[src/rtl/accu_display.sv]
// accu_display: four-digit, common-anode, multiplexed seven-segment driver
// for the accumulator result and the FSM state code.
//
// Digit layout (an[0] is the rightmost digit):
//   idx0 = out low nibble, idx1 = out high nibble, idx2 = blank, idx3 = state.
//
// Inputs are captured into shadow registers once per scan frame, on the
// idx 3->0 slot boundary, so a digit never shows half of an update.
// Each slot ends with one cycle where all anodes are off, so the next
// digit's segment pattern never bleeds onto the previous digit.
// When the captured state code changes, the decimal point on the state
// digit stays lit for FLASH_FRAMES frames.
//
// Optional build macro ACCU_DISPLAY_LEADING_ZERO_BLANK_EN: when it is
// defined, idx1 is blanked whenever the high nibble of the result is zero.
// The anode is still driven during that slot. When it is undefined, idx1
// always shows its hex value.
//
// Outputs are registered, and every flop clears asynchronously on reset.

module accu_display #(
  parameter int REFRESH_DIV  = 50000,  // clocks per digit slot, >= 2
  parameter int FLASH_FRAMES = 8       // frames the dp stays lit, 1..255
) (
  input  logic       clk,
  input  logic       reset,
  input  logic [7:0] out_value,
  input  logic [3:0] state_value,
  output logic [6:0] seg,
  output logic       dp,
  output logic [3:0] an
);

  localparam int                CNT_W      = (REFRESH_DIV > 2) ? $clog2(REFRESH_DIV) : 1;
  localparam logic [CNT_W-1:0]  CNT_LAST   = CNT_W'(REFRESH_DIV - 1);
  localparam logic [7:0]        FLASH_LOAD = 8'(FLASH_FRAMES);
  localparam logic [6:0]        SEG_BLANK  = 7'h7F;

  logic [CNT_W-1:0] refresh_cnt;
  logic [1:0]       idx;
  logic [7:0]       shadow_out;
  logic [3:0]       shadow_state;
  logic [7:0]       flash_cnt;

  logic             tick;
  logic             frame_end;
  logic [6:0]       digit_seg;
  logic             digit_dp;

  // Segment encoding, active-low, bit order {g,f,e,d,c,b,a}.
  function automatic logic [6:0] hex_to_seg(input logic [3:0] h);
    logic [6:0] s;
    s = SEG_BLANK;
    case (h)
      4'h0: s = 7'h40;
      4'h1: s = 7'h79;
      4'h2: s = 7'h24;
      4'h3: s = 7'h30;
      4'h4: s = 7'h19;
      4'h5: s = 7'h12;
      4'h6: s = 7'h02;
      4'h7: s = 7'h78;
      4'h8: s = 7'h00;
      4'h9: s = 7'h10;
      4'hA: s = 7'h08;
      4'hB: s = 7'h03;
      4'hC: s = 7'h46;
      4'hD: s = 7'h21;
      4'hE: s = 7'h06;
      4'hF: s = 7'h0E;
      default: s = SEG_BLANK;
    endcase
    return s;
  endfunction

  // Detect the last cycle of a slot, and the last slot of a frame.
  always_comb begin
    tick      = (refresh_cnt == CNT_LAST);
    frame_end = tick && (idx == 2'd3);
  end

  // Choose the segment pattern and dp level for the digit in the current slot.
  always_comb begin
    digit_seg = SEG_BLANK;
    digit_dp  = 1'b1;
    case (idx)
      2'd0: digit_seg = hex_to_seg(shadow_out[3:0]);
`ifdef ACCU_DISPLAY_LEADING_ZERO_BLANK_EN
      2'd1: digit_seg = (shadow_out[7:4] == 4'h0) ? SEG_BLANK
                                                  : hex_to_seg(shadow_out[7:4]);
`else
      2'd1: digit_seg = hex_to_seg(shadow_out[7:4]);
`endif
      2'd2: digit_seg = SEG_BLANK;
      2'd3: digit_seg = hex_to_seg(shadow_state);
      default: digit_seg = SEG_BLANK;
    endcase
    if ((idx == 2'd3) && (flash_cnt != 8'd0)) begin
      digit_dp = 1'b0;
    end
  end

  // Slot timer: counts 0..REFRESH_DIV-1 and wraps.
  always_ff @(posedge clk or posedge reset) begin
    if (reset) begin
      refresh_cnt <= '0;
    end else if (tick) begin
      refresh_cnt <= '0;
    end else begin
      refresh_cnt <= refresh_cnt + 1'b1;
    end
  end

  // Step to the next digit at the end of each slot, wrapping from 3 to 0.
  always_ff @(posedge clk or posedge reset) begin
    if (reset) begin
      idx <= 2'd0;
    end else if (tick) begin
      idx <= idx + 2'd1;
    end
  end

  // Drive the display. The tick cycle blanks everything so the anode change
  // happens while all segments are off.
  always_ff @(posedge clk or posedge reset) begin
    if (reset) begin
      an  <= 4'b1111;
      seg <= SEG_BLANK;
      dp  <= 1'b1;
    end else if (tick) begin
      an  <= 4'b1111;
      seg <= SEG_BLANK;
      dp  <= 1'b1;
    end else begin
      an  <= ~(4'b0001 << idx);
      seg <= digit_seg;
      dp  <= digit_dp;
    end
  end

  // Capture a frame snapshot, and arm or count down the state-change flash.
  // A change seen on the capture that would have ended the flash re-arms it.
  always_ff @(posedge clk or posedge reset) begin
    if (reset) begin
      shadow_out   <= 8'h00;
      shadow_state <= 4'h0;
      flash_cnt    <= 8'd0;
    end else if (frame_end) begin
      shadow_out   <= out_value;
      shadow_state <= state_value;
      if (state_value != shadow_state) begin
        flash_cnt <= FLASH_LOAD;
      end else if (flash_cnt != 8'd0) begin
        flash_cnt <= flash_cnt - 8'd1;
      end
    end
  end

endmodule

[config.mk]
export PLATFORM = sky130hd
export DESIGN_NAME = accu_display
export DESIGN_NICKNAME = d
export VERILOG_FILES = /design/src/rtl/accu_display.sv
export SDC_FILE = /design/constraint.sdc
export NUM_CORES = 1
export LEC_CHECK = 0
export CAP_MARGIN = 20
export CORE_UTILIZATION = 35
export CTS_CLUSTER_SIZE = 25
export DETAILED_ROUTE_END_ITERATION = 16
export PLACE_DENSITY = 0.55
export REMOVE_ABC_BUFFERS = 1
export SLEW_MARGIN = 20
export SYNTH_ARGS = -nofsm -noshare
export SYNTH_HDL_FRONTEND = slang
export SYNTH_SLANG_ARGS = --single-unit
[constraint.sdc]
create_clock -name clk -period 4 [get_ports clk]
set_input_delay 0.6 -clock clk [delete_from_list [all_inputs] [get_ports clk]]
set_output_delay 0.6 -clock clk [all_outputs]
set_load 0.01 [all_outputs]
* After elaboration in Yosys (flattened, before gate mapping) *
Memory sizes are Yosys's and may differ from the RTL's.
Index checks and enable logic that the tools add are counted.

word-level totals
  register bits = 50
  memory bits (read-only) = 336
  input port bits = 14
  word-level logic and storage cells = 35
  memories = 3

memory list
  name              depth  width  read ports  clocked after memory_dff  wr ports  RTL line  source
  (name not given)  16     7      1           0                         0         54        case (h)
  (name not given)  16     7      1           0                         0         54
  (name not given)  16     7      1           0                         0         54

operators by class
  $add $sub $neg = 3
  eq/ne operators = 5
  shifts and indexed selects = 1
  mux-type cells = 8
  bitwise operators = 1
  reductions and logical operators = 6

operator list
  operator                 number
  $pmux W7 S4              1
  $add A16 B1 Y16 const B  1
  $eq A16 B16 Y1 const B   1
  $mux W16                 1
  $mux W8                  2
  $reduce_bool A8 Y1       1
  $sub A8 B1 Y8 const B    1
  $mux W7                  1
  $eq A2 B2 Y1 const B     2
  $mux W4                  1
  $ne A4 B4 Y1             1
  $not A4 Y4               1
  $shl A1 B2 Y4 const A    1
  $add A2 B1 Y2 const B    1
  $eq A2 B1 Y1 const B     1
  $logic_and A1 B1 Y1      2
  $logic_not A2 Y1         1
  $mux W1                  2
  $reduce_and A2 Y1        1
  $reduce_bool A2 Y1       1

* Longest topological paths before layout *
  word-level depth = 4
  depth in mapped cells = 8

* Worst setup path before layout *
Ideal clock, no wire load.

  path kind = register to register
  from = register refresh_cnt[0]
  to = register shadow_out[0]
  library setup time = 125 ps
  data arrival time = 1741 ps
  setup slack = 2134 ps
  cell stages (with the launch flop) = 7
  buffers on the path = 1
  clock period less this slack = 1866 ps
  path through = dfrtp_1 ha_1 and3_1 and4_1 nand2_1 buf_2 mux2_2

between the ends
  longest elaborated chain between the ends = 2

RTL lines
  what                    RTL line  source
  from (decl)             39        logic [CNT_W-1:0] refresh_cnt;
  from (signal assigned)  110       refresh_cnt <= refresh_cnt + 1'b1;
  $eq A16 B16 Y1          78        tick = (refresh_cnt == CNT_LAST);
  $logic_and A1 B1 Y1     79        frame_end = tick && (idx == 2'd3);
  to (signal assigned)    149       shadow_out <= out_value;
  to (decl)               41        logic [7:0] shadow_out;

No other way between the ends.
A chain may end at the register's enable or synchronous reset.

* Final worst setup path *
  from = register refresh_cnt[0]
  to = register flash_cnt[0]

between the ends
  longest elaborated chain between the ends = 3

RTL lines
  what                                RTL line  source
  $eq A16 B16 Y1                      78
  $logic_and A1 B1 Y1                 79
  $reduce_and A2 Y1 (no source line)  -
  to (signal assigned)                154       flash_cnt <= flash_cnt - 8'd1;
  to (decl)                           43        logic [7:0] flash_cnt;

No other way between the ends.

==> results.md <==
- Status: completed
- Skew final: 12.35 ps
- # setup viols final: 0
- Initial antenna violation count: 0
- Crit Path Max Fanout: 22
- Vias in the first global route: around 2200
- Routed Antenna Nets: 0
- CTS tree: built
- CTS root buf: clkbuf_8
- Post-synth EDFFs: 0
- Main synth FF type: dfrtp_1
- Max-cap viol count: 0
- Synth cell types: 52
- Worst hold slack: about 470 ps
- Gates resized, CTS repair: 0
- Die X: 97.25 um
- Grt total ovfl: 0
- Max clock buf depth: 2
- Ports: 26
- Worst Setup Start Kind: flip-flop
- Sequential Power Share: 0.546
- CTS clock-pin slew for the worst setup and hold paths: approximately 100 ps
- Leak Pwr: 1.540 nW
- Worst slew pin tran: 883.9 ps
- Chip height: 97.25 um
- Worst hold stages: 1
- Ys async rst share: 1.000
- Hold Crit Class: reg2reg
- Initial core utilization: 0.3624
- DRC: 0
- Drt pass-1 iters: 5
- CTS H-tree lvls: 2
- Pwr dens: 277.0 nW/um2
- Final core utilization: 0.4103
- DR WL/cell: between 10 and 15 um
- Mapped Cells: 320
- Layout cell share with drive strength beyond 1: 0.1479
- Critical path arrival: around 2700 ps
- Setup Fix Bufs, Post-CTS: 0
- Total wire length: around 6.4 mm
- Endpoints failing hold: 0
- Final min period: between 2000 and 2500 ps
- Synth Register Bits: 50
- Highest Clock Rate: 0.4104 GHz
- Synth Area per Inst: 9.924 um2
- Port Buffer Count: 25
- Gate power share: 0.114
- Commonest non-fill, non-tap cell in the layout: dfrtp_1
- Sink Count: 50
- FF-to-FF path depth: 6
- Worst vdd ir: 0.1158 mV
- Fill cells: 879
- Unrepaired setup endpoints after global routing: false
- Setup total negative slack: 0 ps
- Register area share after synthesis: 0.3987
- Worst skew pair latency: approximately 300 ps
- Placed cell area: 3488 um2
- Slew headroom: 0.4093
- DR vias/cell: 5.195
- Warnings from Yosys: 0
- Drt initial violations: 106
- Synth Cell Area: roughly 3200 um2
- # diodes: 0
- CP Capture Type: flip-flop
- Die area: 9458 um2
- Final slew viol count: 0
- Dpl hpwl: 4.548 mm
- Net switching power: between 0.2 and 0.25 mW
- Routability Congestion: 0.8323
- Via count: ~2300
- Num rows: 34
- Period utilisation layout: 0.6092
- CTS Buf Count: 5
- Hold-fix buffers, CTS: 0
- Gr usage total: 0.1450
- Post-route cell area: 3596 um2
- Synth-to-Final Area Change: 13.24%
- Crit Path Category: reg2reg
- Nets: approximately 380
- First-pass GRT wire length: 11.14 mm
- Sequential Area: 1266 um2
- Clk pwr share: 0.339
- Int Pwr: 0.7467 mW
- CORE AREA: 8763 um2
- Multi-input combinational cell area: 1758 um2
- Switching Share: 0.2503
- Most frequent cells in the layout: dfrtp_1 (38), ha_1 (28), clkdlybuf4s50_1 (25)
- Worst path required time: 4230 ps
- Largest net degree at the start of global routing: 51
==> flip-flops by register name, indices dropped and copies added (netlist names) <==
| register | flops |
|---|---|
| dp | 1 |
| shadow_out | 8 |
| flash_cnt | 8 |
| refresh_cnt | 16 |
| idx | 2 |
| seg | 7 |
| an | 4 |
| shadow_state | 4 |
==> synth_stat cells (all sizes together) (6+ instances only) <==
master | count | area [um2]
a21oi | 14 | 73.82
buf | 6 | 42.54
clkbuf | 10 | 37.54
dfrtp | 38 | 950.9
dfstp | 12 | 315.3
ha | 28 | 350.3
inv | 19 | 71.32
mux2 | 17 | 191.4
mux2i | 7 | 70.07
nand2 | 24 | 90.09
nand3 | 14 | 70.07
nor2 | 23 | 86.33
o21ai | 27 | 135.1
xnor2 | 10 | 87.58
==> kinds of logic (layout without fill, tap and decap cells) <==
| family | after synthesis | after routing | share of synthesized area |
|---|---|---|---|
| AND/OR/NAND/NOR | 103 | 103 | 0.1773 |
| AO/OA/AOI/OAI | 64 | 64 | 0.1265 |
| flip-flops | 50 | 50 | 0.3987 |
| buffers and inverters | 35 | 53 | 0.04768 |
| adder cells (fa/ha/maj) | 28 | 28 | 0.1103 |
| multiplexers | 27 | 27 | 0.1036 |
| XOR/XNOR | 13 | 13 | 0.03586 |
==> worst paths after layout <==
kind	start	to	slack [ps]
setup / recovery	refresh_cnt[0]$_DFF_PP0_	flash_cnt[0]$_DFFE_PP0P_	1560
min in group asynchronous	reset	refresh_cnt[5]$_DFF_PP0_	760
hold reg to reg	refresh_cnt[15]$_DFF_PP0_	refresh_cnt[15]$_DFF_PP0_	470
max in group asynchronous	reset	shadow_out[3]$_DFFE_PP0P_	2720
setup reg to reg	refresh_cnt[0]$_DFF_PP0_	flash_cnt[0]$_DFFE_PP0P_	1560
hold / removal	refresh_cnt[15]$_DFF_PP0_	refresh_cnt[15]$_DFF_PP0_	470
==> area by class of cell <==
cell class / instances / area share
inverters: 19 / 0.02018
clock inverters: 1 / 0.002436
flip-flops and latches: 50 / 0.3521
multi-input cells: 235 / 0.4889
clock buffers: 7 / 0.02714
repair buffers: 26 / 0.07168
well taps: 108 / 0.03758
==> power groups by stage <==
stage / clock (mW) / combinational, mW / sequential (mW)
finish: 0.338 / 0.114 / 0.544
global route: 0.377 / 0.129 / 0.548
CTS: 0.354 / 0.115 / 0.544
detailed placement: 0 / 0.115 / 0.554
global placement: 0 / 0.113 / 0.553
floorplan: 0 / 0.0691 / 0.552
==> worst max-delay path, cell delays in order (launching register included) <==
cell	delay, ps
dfrtp_1	420
ha_1	240
and3_1	240
and4_1	220
nand2_1	520
or3b_1	590
o21ai_1	130
==> through the flow <==
stage	std cells	power [mW]	worst slack (ps)
6_report	446	0.9959	1563
5_1_grt	446	1.054	1323
4_1_cts	446	1.013	1550
3_5_place_dp	438	0.6685	1409
3_3_place_gp	438	0.6661	1624
2_1_floorplan	304	0.6212	1703
==> metal layers <==
| metal | GRT usage | share of wire | vias up |
|---|---|---|---|
| met1 | 0.2135 | 0.53 | 1109 |
| met3 | 0.02662 | 0.025 | 5 |
| met4 | 0.04072 | 0.011 | 0 |
| met5 | 0 | 0 | - |
| met2 | 0.2172 | 0.43 | 38 |
| li1 | - | - | 1165 |
(Power assumes the default switching activity.)
